==> src/rtl/student_mux_pkg.sv <==
// student_mux_pkg: mode encodings and the rotating priority search shared by
// student_rr_mux and its arbiter. The search supports up to MAX_CHANNELS inputs.
package student_mux_pkg;

  // Mode encoding for the mux select policy.
  localparam logic MODE_FIXED = 1'b0;
  localparam logic MODE_RR    = 1'b1;

  // Upper bound on channel count handled by the search function.
  localparam int unsigned MAX_CHANNELS = 64;
  localparam int unsigned IDX_W        = 6;

  // Result of a priority search: whether anything was found, and where.
  typedef struct packed {
    logic             found;
    logic [IDX_W-1:0] idx;
  } pick_t;

  // First set bit of valid[0 +: n], scanning start, start+1, ... modulo n.
  // start must be below n.
  function automatic pick_t rr_find_first(
    input logic [MAX_CHANNELS-1:0] valid,
    input int unsigned             n,
    input int unsigned             start
  );
    pick_t       r;
    int unsigned c;
    r = '0;
    for (int unsigned k = 0; k < MAX_CHANNELS; k++) begin
      if (k < n && !r.found) begin
        c = start + k;
        if (c >= n) c = c - n;
        if (valid[c[IDX_W-1:0]]) begin
          r.found = 1'b1;
          r.idx   = c[IDX_W-1:0];
        end
      end
    end
    return r;
  endfunction

endpackage

==> src/rtl/student_rr_arbiter.sv <==
// student_rr_arbiter: combinational grant for student_rr_mux. In fixed mode the
// selected channel wins if it exists and is valid; in round-robin mode the first
// valid channel at or after rr_ptr (wrapping) wins.
module student_rr_arbiter
  import student_mux_pkg::*;
#(
  parameter  int CHANNELS = 4,
  localparam int SEL_W    = $clog2(CHANNELS)
) (
  input  logic [CHANNELS-1:0] in_valid,
  input  logic [SEL_W-1:0]    rr_ptr,
  input  logic                mode,
  input  logic [SEL_W-1:0]    sel,
  output logic [SEL_W-1:0]    grant_idx,
  output logic                grant_vld
);

  pick_t rr_pick;

  // Pick the winner for the current mode; an out-of-range sel never matches.
  always_comb begin
    // NOTE: every output gets a default first so no path leaves it unassigned,
    // which would otherwise infer a latch.
    grant_idx = '0;
    grant_vld = 1'b0;
    rr_pick   = rr_find_first(MAX_CHANNELS'(in_valid), CHANNELS, 32'(rr_ptr));

    if (mode == MODE_RR) begin
      // The range check also keeps the full index in use for narrow SEL_W.
      grant_vld = rr_pick.found && (32'(rr_pick.idx) < CHANNELS);
      grant_idx = rr_pick.idx[SEL_W-1:0];
    end else begin
      for (int i = 0; i < CHANNELS; i++) begin
        if (sel == SEL_W'(i) && in_valid[i]) begin
          grant_vld = 1'b1;
          grant_idx = SEL_W'(i);
        end
      end
    end
  end

endmodule

==> src/rtl/student_rr_mux.sv <==
// student_rr_mux: CHANNELS-way WIDTH-bit valid/ready multiplexer with fixed or
// round-robin selection and a one-entry registered output stage.
// Optional statistics (xfer_count, stall) are built when STUDENT_RR_MUX_STATS_EN
// is defined.
module student_rr_mux
  import student_mux_pkg::*;
#(
  parameter  int WIDTH    = 16,
  parameter  int CHANNELS = 4,
  localparam int SEL_W    = $clog2(CHANNELS)
) (
  input  logic                      clk,
  input  logic                      reset,
  input  logic [CHANNELS*WIDTH-1:0] in_data,
  input  logic [CHANNELS-1:0]       in_valid,
  output logic [CHANNELS-1:0]       in_ready,
  input  logic                      mode,
  input  logic [SEL_W-1:0]          sel,
  output logic [WIDTH-1:0]          out_data,
  output logic [SEL_W-1:0]          out_chan,
  output logic                      out_valid,
  input  logic                      out_ready
`ifdef STUDENT_RR_MUX_STATS_EN
  ,
  output logic [15:0]               xfer_count,
  output logic                      stall
`endif
);

  logic [WIDTH-1:0] chan_data [CHANNELS];

  logic [SEL_W-1:0] grant_idx;
  logic             grant_vld;
  logic             load_en;
  logic             xfer_in;

  logic [WIDTH-1:0] out_data_q,  out_data_d;
  logic [SEL_W-1:0] out_chan_q,  out_chan_d;
  logic             out_valid_q, out_valid_d;
  logic [SEL_W-1:0] rr_ptr_q,    rr_ptr_d;

  // Split the flat input bus into one word per channel.
  for (genvar i = 0; i < CHANNELS; i++) begin : g_unpack
    assign chan_data[i] = in_data[i*WIDTH +: WIDTH];
  end

  student_rr_arbiter #(
    .CHANNELS (CHANNELS)
  ) u_arbiter (
    .in_valid  (in_valid),
    .rr_ptr    (rr_ptr_q),
    .mode      (mode),
    .sel       (sel),
    .grant_idx (grant_idx),
    .grant_vld (grant_vld)
  );

  // Handshake: accept when the register is empty or draining this cycle.
  always_comb begin
    load_en  = !out_valid_q || out_ready;
    xfer_in  = load_en && grant_vld && !reset;
    in_ready = '0;
    for (int i = 0; i < CHANNELS; i++) begin
      in_ready[i] = xfer_in && (grant_idx == SEL_W'(i));
    end
  end

  // Next state of the output stage and the round-robin pointer.
  always_comb begin
    out_data_d  = out_data_q;
    out_chan_d  = out_chan_q;
    out_valid_d = out_valid_q;
    rr_ptr_d    = rr_ptr_q;

    if (xfer_in) begin
      out_data_d  = chan_data[grant_idx];
      out_chan_d  = grant_idx;
      out_valid_d = 1'b1;
      if (mode == MODE_RR) begin
        rr_ptr_d = (grant_idx == SEL_W'(CHANNELS - 1)) ? '0 : grant_idx + SEL_W'(1);
      end
    end else if (out_valid_q && out_ready) begin
      // Drain without refill: data and channel keep their last values.
      out_valid_d = 1'b0;
    end
  end

  // Output register and pointer; reset discards any held word.
  always_ff @(posedge clk) begin
    // NOTE: state is updated with non-blocking assignments so every flop
    // samples the pre-edge values regardless of statement order.
    if (reset) begin
      out_data_q  <= '0;
      out_chan_q  <= '0;
      out_valid_q <= 1'b0;
      rr_ptr_q    <= '0;
    end else begin
      out_data_q  <= out_data_d;
      out_chan_q  <= out_chan_d;
      out_valid_q <= out_valid_d;
      rr_ptr_q    <= rr_ptr_d;
    end
  end

  assign out_data  = out_data_q;
  assign out_chan  = out_chan_q;
  assign out_valid = out_valid_q;

`ifdef STUDENT_RR_MUX_STATS_EN
  logic [15:0] xfer_count_q, xfer_count_d;
  logic        stall_q,      stall_d;

  // Count output handshakes (wrapping) and flag cycles held by backpressure.
  always_comb begin
    xfer_count_d = xfer_count_q;
    if (out_valid_q && out_ready) xfer_count_d = xfer_count_q + 16'd1;
    stall_d = out_valid_q && !out_ready;
  end

  // Statistics registers.
  always_ff @(posedge clk) begin
    if (reset) begin
      xfer_count_q <= '0;
      stall_q      <= 1'b0;
    end else begin
      xfer_count_q <= xfer_count_d;
      stall_q      <= stall_d;
    end
  end

  assign xfer_count = xfer_count_q;
  assign stall      = stall_q;
`endif

endmodule

==> config.mk <==
export PLATFORM = sky130hd
export DESIGN_NAME = student_rr_mux
export DESIGN_NICKNAME = d
export VERILOG_FILES = /design/src/rtl/student_mux_pkg.sv /design/src/rtl/student_rr_arbiter.sv /design/src/rtl/student_rr_mux.sv
export SDC_FILE = /design/constraint.sdc
export NUM_CORES = 1
export LEC_CHECK = 0
export ABC_AREA = 1
export CORE_MARGIN = 4
export CORE_UTILIZATION = 44
export DETAILED_ROUTE_END_ITERATION = 8
export MAX_ROUTING_LAYER = met4
export PLACE_DENSITY = 0.93
export SYNTH_ARGS = -nofsm -noshare
export SYNTH_HDL_FRONTEND = slang
export SYNTH_SLANG_ARGS = --single-unit
==> constraint.sdc <==
create_clock -name clk -period 4.3 [get_ports clk]
set_input_delay 1.075 -clock clk [delete_from_list [all_inputs] [get_ports clk]]
set_output_delay 1.075 -clock clk [all_outputs]
set_load 0.03 [all_outputs]
==> qor.csv <==
metric,value,unit
worstPathCellList,clkdlybuf4s50_1 -> inv_1 -> nand2_1 -> nand3_2 -> nand2_1 -> inv_2 -> nand3b_1 -> nand2_1 -> nor2_4 -> nand2_1 -> o21ai_2 -> ha_1 -> inv_1 -> nor2_1 -> buf_4,
cpPeakStageDelay,0.52,ns
worst_pin_slew,0.5407,ns
synth_top_cell_area_share,0.2173,
maxCapViolCount,0,
r2r-start,rr_ptr_q[1]$_SDFFE_PP0P_,
fmax,0.2462,GHz
post_cts_buffers,0,
slew_violations,0,
cp-end-kind,output pin,
r2r-end,out_chan[1]$_SDFFE_PP0P_,
synth_edf_count,0,
nets,506,
first_pass_iters,4,
drtAntennaViolNets,0,
worstSkewPairLatency,0.27,ns
layout_commonest_cell,nand2_1,
io_buffers,96,
synth_area_leaders,"dfxtp_1 22%, nand2_1 19%, nand3_1 19%",
drt-initial-drc-count,129,
dpl.cell_count,468,
seq_power_share,0.301,
ios,97,
worst-path-max-fanout,4,
cts_tree,built,
final_cell_mix,"99 x nand2_1, 92 x clkdlybuf4s50_1, 72 x nand3_1, 54 x inv_1, 21 x dfxtp_1",
crit_family,buffers and inverters,
clock_sinks,21,
grt_pass1_wl,9.832,mm
setup_viol,0,
combinationalPowerShare,0.539,
placed_area,2929,µm²
power.switching,0.3392,mW
status,"finished, final reports clean",
wl_per_cell,12.83,µm
cp_num_buf_inv,5,
async_reset_ff_frac,0,
avgSynthCellArea,5.952,µm²
num-fill-cells,332,
syn-num-nets,408,
power_density,277.3,nW/µm²
hold_path_end,out_data[2]$_SDFFE_PP0P_,
mappedNetlistArea,1934,µm²
overflow,0,
relSlewSlack,0.6373,
syn_inst,325,
viasPerCell,5.034,
stdcell_count,472,
min_path_cells,2,
fin_skew,0.007142,ns
peakVddDrop,0.2010,mV
numCtsBuffers,3,
min_path_type,reg2reg,
place.gp.congestion,0.8705,
dieArea,5521,µm²
period_needed,4.063,ns
yosysSeqAreaShare,0.2173,
grt_pass1_vias,2266,
critical_path_arrival,2.99,ns
track_usage,0.2296,
p_leak,1.505,nW
synth_warnings,0,
cts_buffer_depth,2,
dieHeight,74.31,µm
p_int,0.4892,mW
hold_buffers,0,
htreeDepth,1,
vias,2376,
drt_wl_total,6.058,mm
fp.coreArea,4115,µm²
initial_core_util,0.4701,
r2r_cells,14,
final_area,2988,µm²
finalHoldViolations,0,
start_kind,primary input,
synth_top_area_cell,dfxtp_1,
cp.required,3.22,ns
crit_type,in2out,
ys.flop_type,dfxtp_1,
p_sw_frac,0.4094,
finalCritPeriodShare,0.9448,
cts-root-buf,clkbuf_8,
grt_max_degree,22,
antenna_cells,0,
hold_start,out_data[2]$_SDFFE_PP0P_,
cp_common_cell,nand2_1,
final_util,0.7261,
hpwl,4.948,mm
clk_pin_slew,0.08,ns
route.detailed.drc,0,
critPathSlowestCell,clkdlybuf4s50_1,
syn2layout_area_growth,54.46,%
drive_gt1_frac,0.1066,
antenna_found_initial,0,
r2r_slack,1.64,ns
die_w,74.31,µm
synth.distinct_cells,31,
placementRows,23,
ys_ff_latch,21,
power_frac_clock,0.160,
==> state kept, by name, summed over array words and instances, names as in the netlist <==
name	flops
out_chan	2
out_valid	1
rr_ptr_q	2
out_data	16
==> power by group through the flow <==
stage | clock network (mW) | logic (mW) | registers [mW]
after floorplan | 0 | 0.201 | 0.312
final | 0.133 | 0.447 | 0.249
after global routing | 0.144 | 0.492 | 0.253
after detailed placement | 0 | 0.445 | 0.252
after global placement | 0 | 0.435 | 0.251
after CTS | 0.133 | 0.446 | 0.249
==> Yosys cell counts (2+ instances only) <==
master	instances
nand2_1	99
nand3_1	72
inv_1	54
dfxtp_1	21
ha_1	9
nand2_2	9
nor2_1	6
nand3_2	5
or2_0	5
or2_1	5
a21oi_1	4
inv_2	4
buf_2	3
buf_4	3
buf_6	3
nor3_1	3
o21ai_0	3
clkbuf_1	2
nor2_2	2
nor2_4	2
==> cell type report <==
class / instances / area [µm²] / share of cell area
Clock inverter: 1 / 5.005 / 0.001675
Sequential cell: 21 / 420.4 / 0.1407
Inverter: 60 / 235.2 / 0.07873
Timing Repair Buffer: 104 / 1011 / 0.3384
Multi-Input combinational cell: 233 / 1212 / 0.4058
Tap cell: 50 / 62.56 / 0.02094
Clock buffer: 3 / 41.29 / 0.01382
==> worst register-to-register path: stages, from the launching register on <==
cell      delay, ns
dfxtp_1        0.50
inv_2          0.11
ha_1           0.34
inv_1          0.12
nand3_2        0.09
nand3_2        0.11
nand3b_1       0.11
o21ai_1        0.13
nand2_1        0.08
nand2_2        0.31
buf_4          0.25
inv_2          0.11
a21oi_1        0.13
or2_1          0.12
inv_1          0.04
==> routing by layer <==
layer  up-vias  share of wire  track usage
met3        16          0.058      0.04730
met4         0          0.019      0.07115
met2        75           0.53       0.4065
li1       1204              -            -
met1      1081           0.39       0.2583
met5         -              0            -
==> cells by family after synthesis <==
family,Yosys count,synth area share
compound gates,12,0.04463
fa+ha+maj,9,0.05822
flops,21,0.2173
simple gates,212,0.5213
buf+inv,71,0.1585
==> through the flow <==
| step | setup slack (ns) | hold WS, ns | power [mW] | setup TNS [ns] |
|---|---|---|---|---|
| after global placement | 0.2619 | 0.4659 | 0.6853 | 0 |
| after floorplan | 0.6631 | 0.5397 | 0.5129 | 0 |
| after global routing | -0.002146 | 0.5101 | 0.8891 | -0.002146 |
| final | 0.2375 | 0.4820 | 0.8284 | 0 |
| after CTS | 0.1753 | 0.4926 | 0.8275 | 0 |
| after detailed placement | 0.1819 | 0.4779 | 0.6966 | 0 |
==> how the worst max path moves through the flow <==
stage                           start     endpoint  slack [ns]  cells past startpoint
after global placement    in_valid[1]  in_ready[0]        0.26                     15
after global routing      in_valid[3]  in_ready[3]      -0.002                     15
after detailed placement  in_valid[3]  in_ready[3]        0.18                     15
after CTS                 in_valid[3]  in_ready[3]        0.18                     15
final                     in_valid[3]  in_ready[0]        0.24                     15
after floorplan           in_valid[1]  in_ready[0]        0.66                     13
==> repair_timing <==
action	CTS	global route
resized for setup	0	4
endpoints found under the hold margin	0	0
endpoints found under the setup margin	0	3
Power figures use the tool's default switching activity.
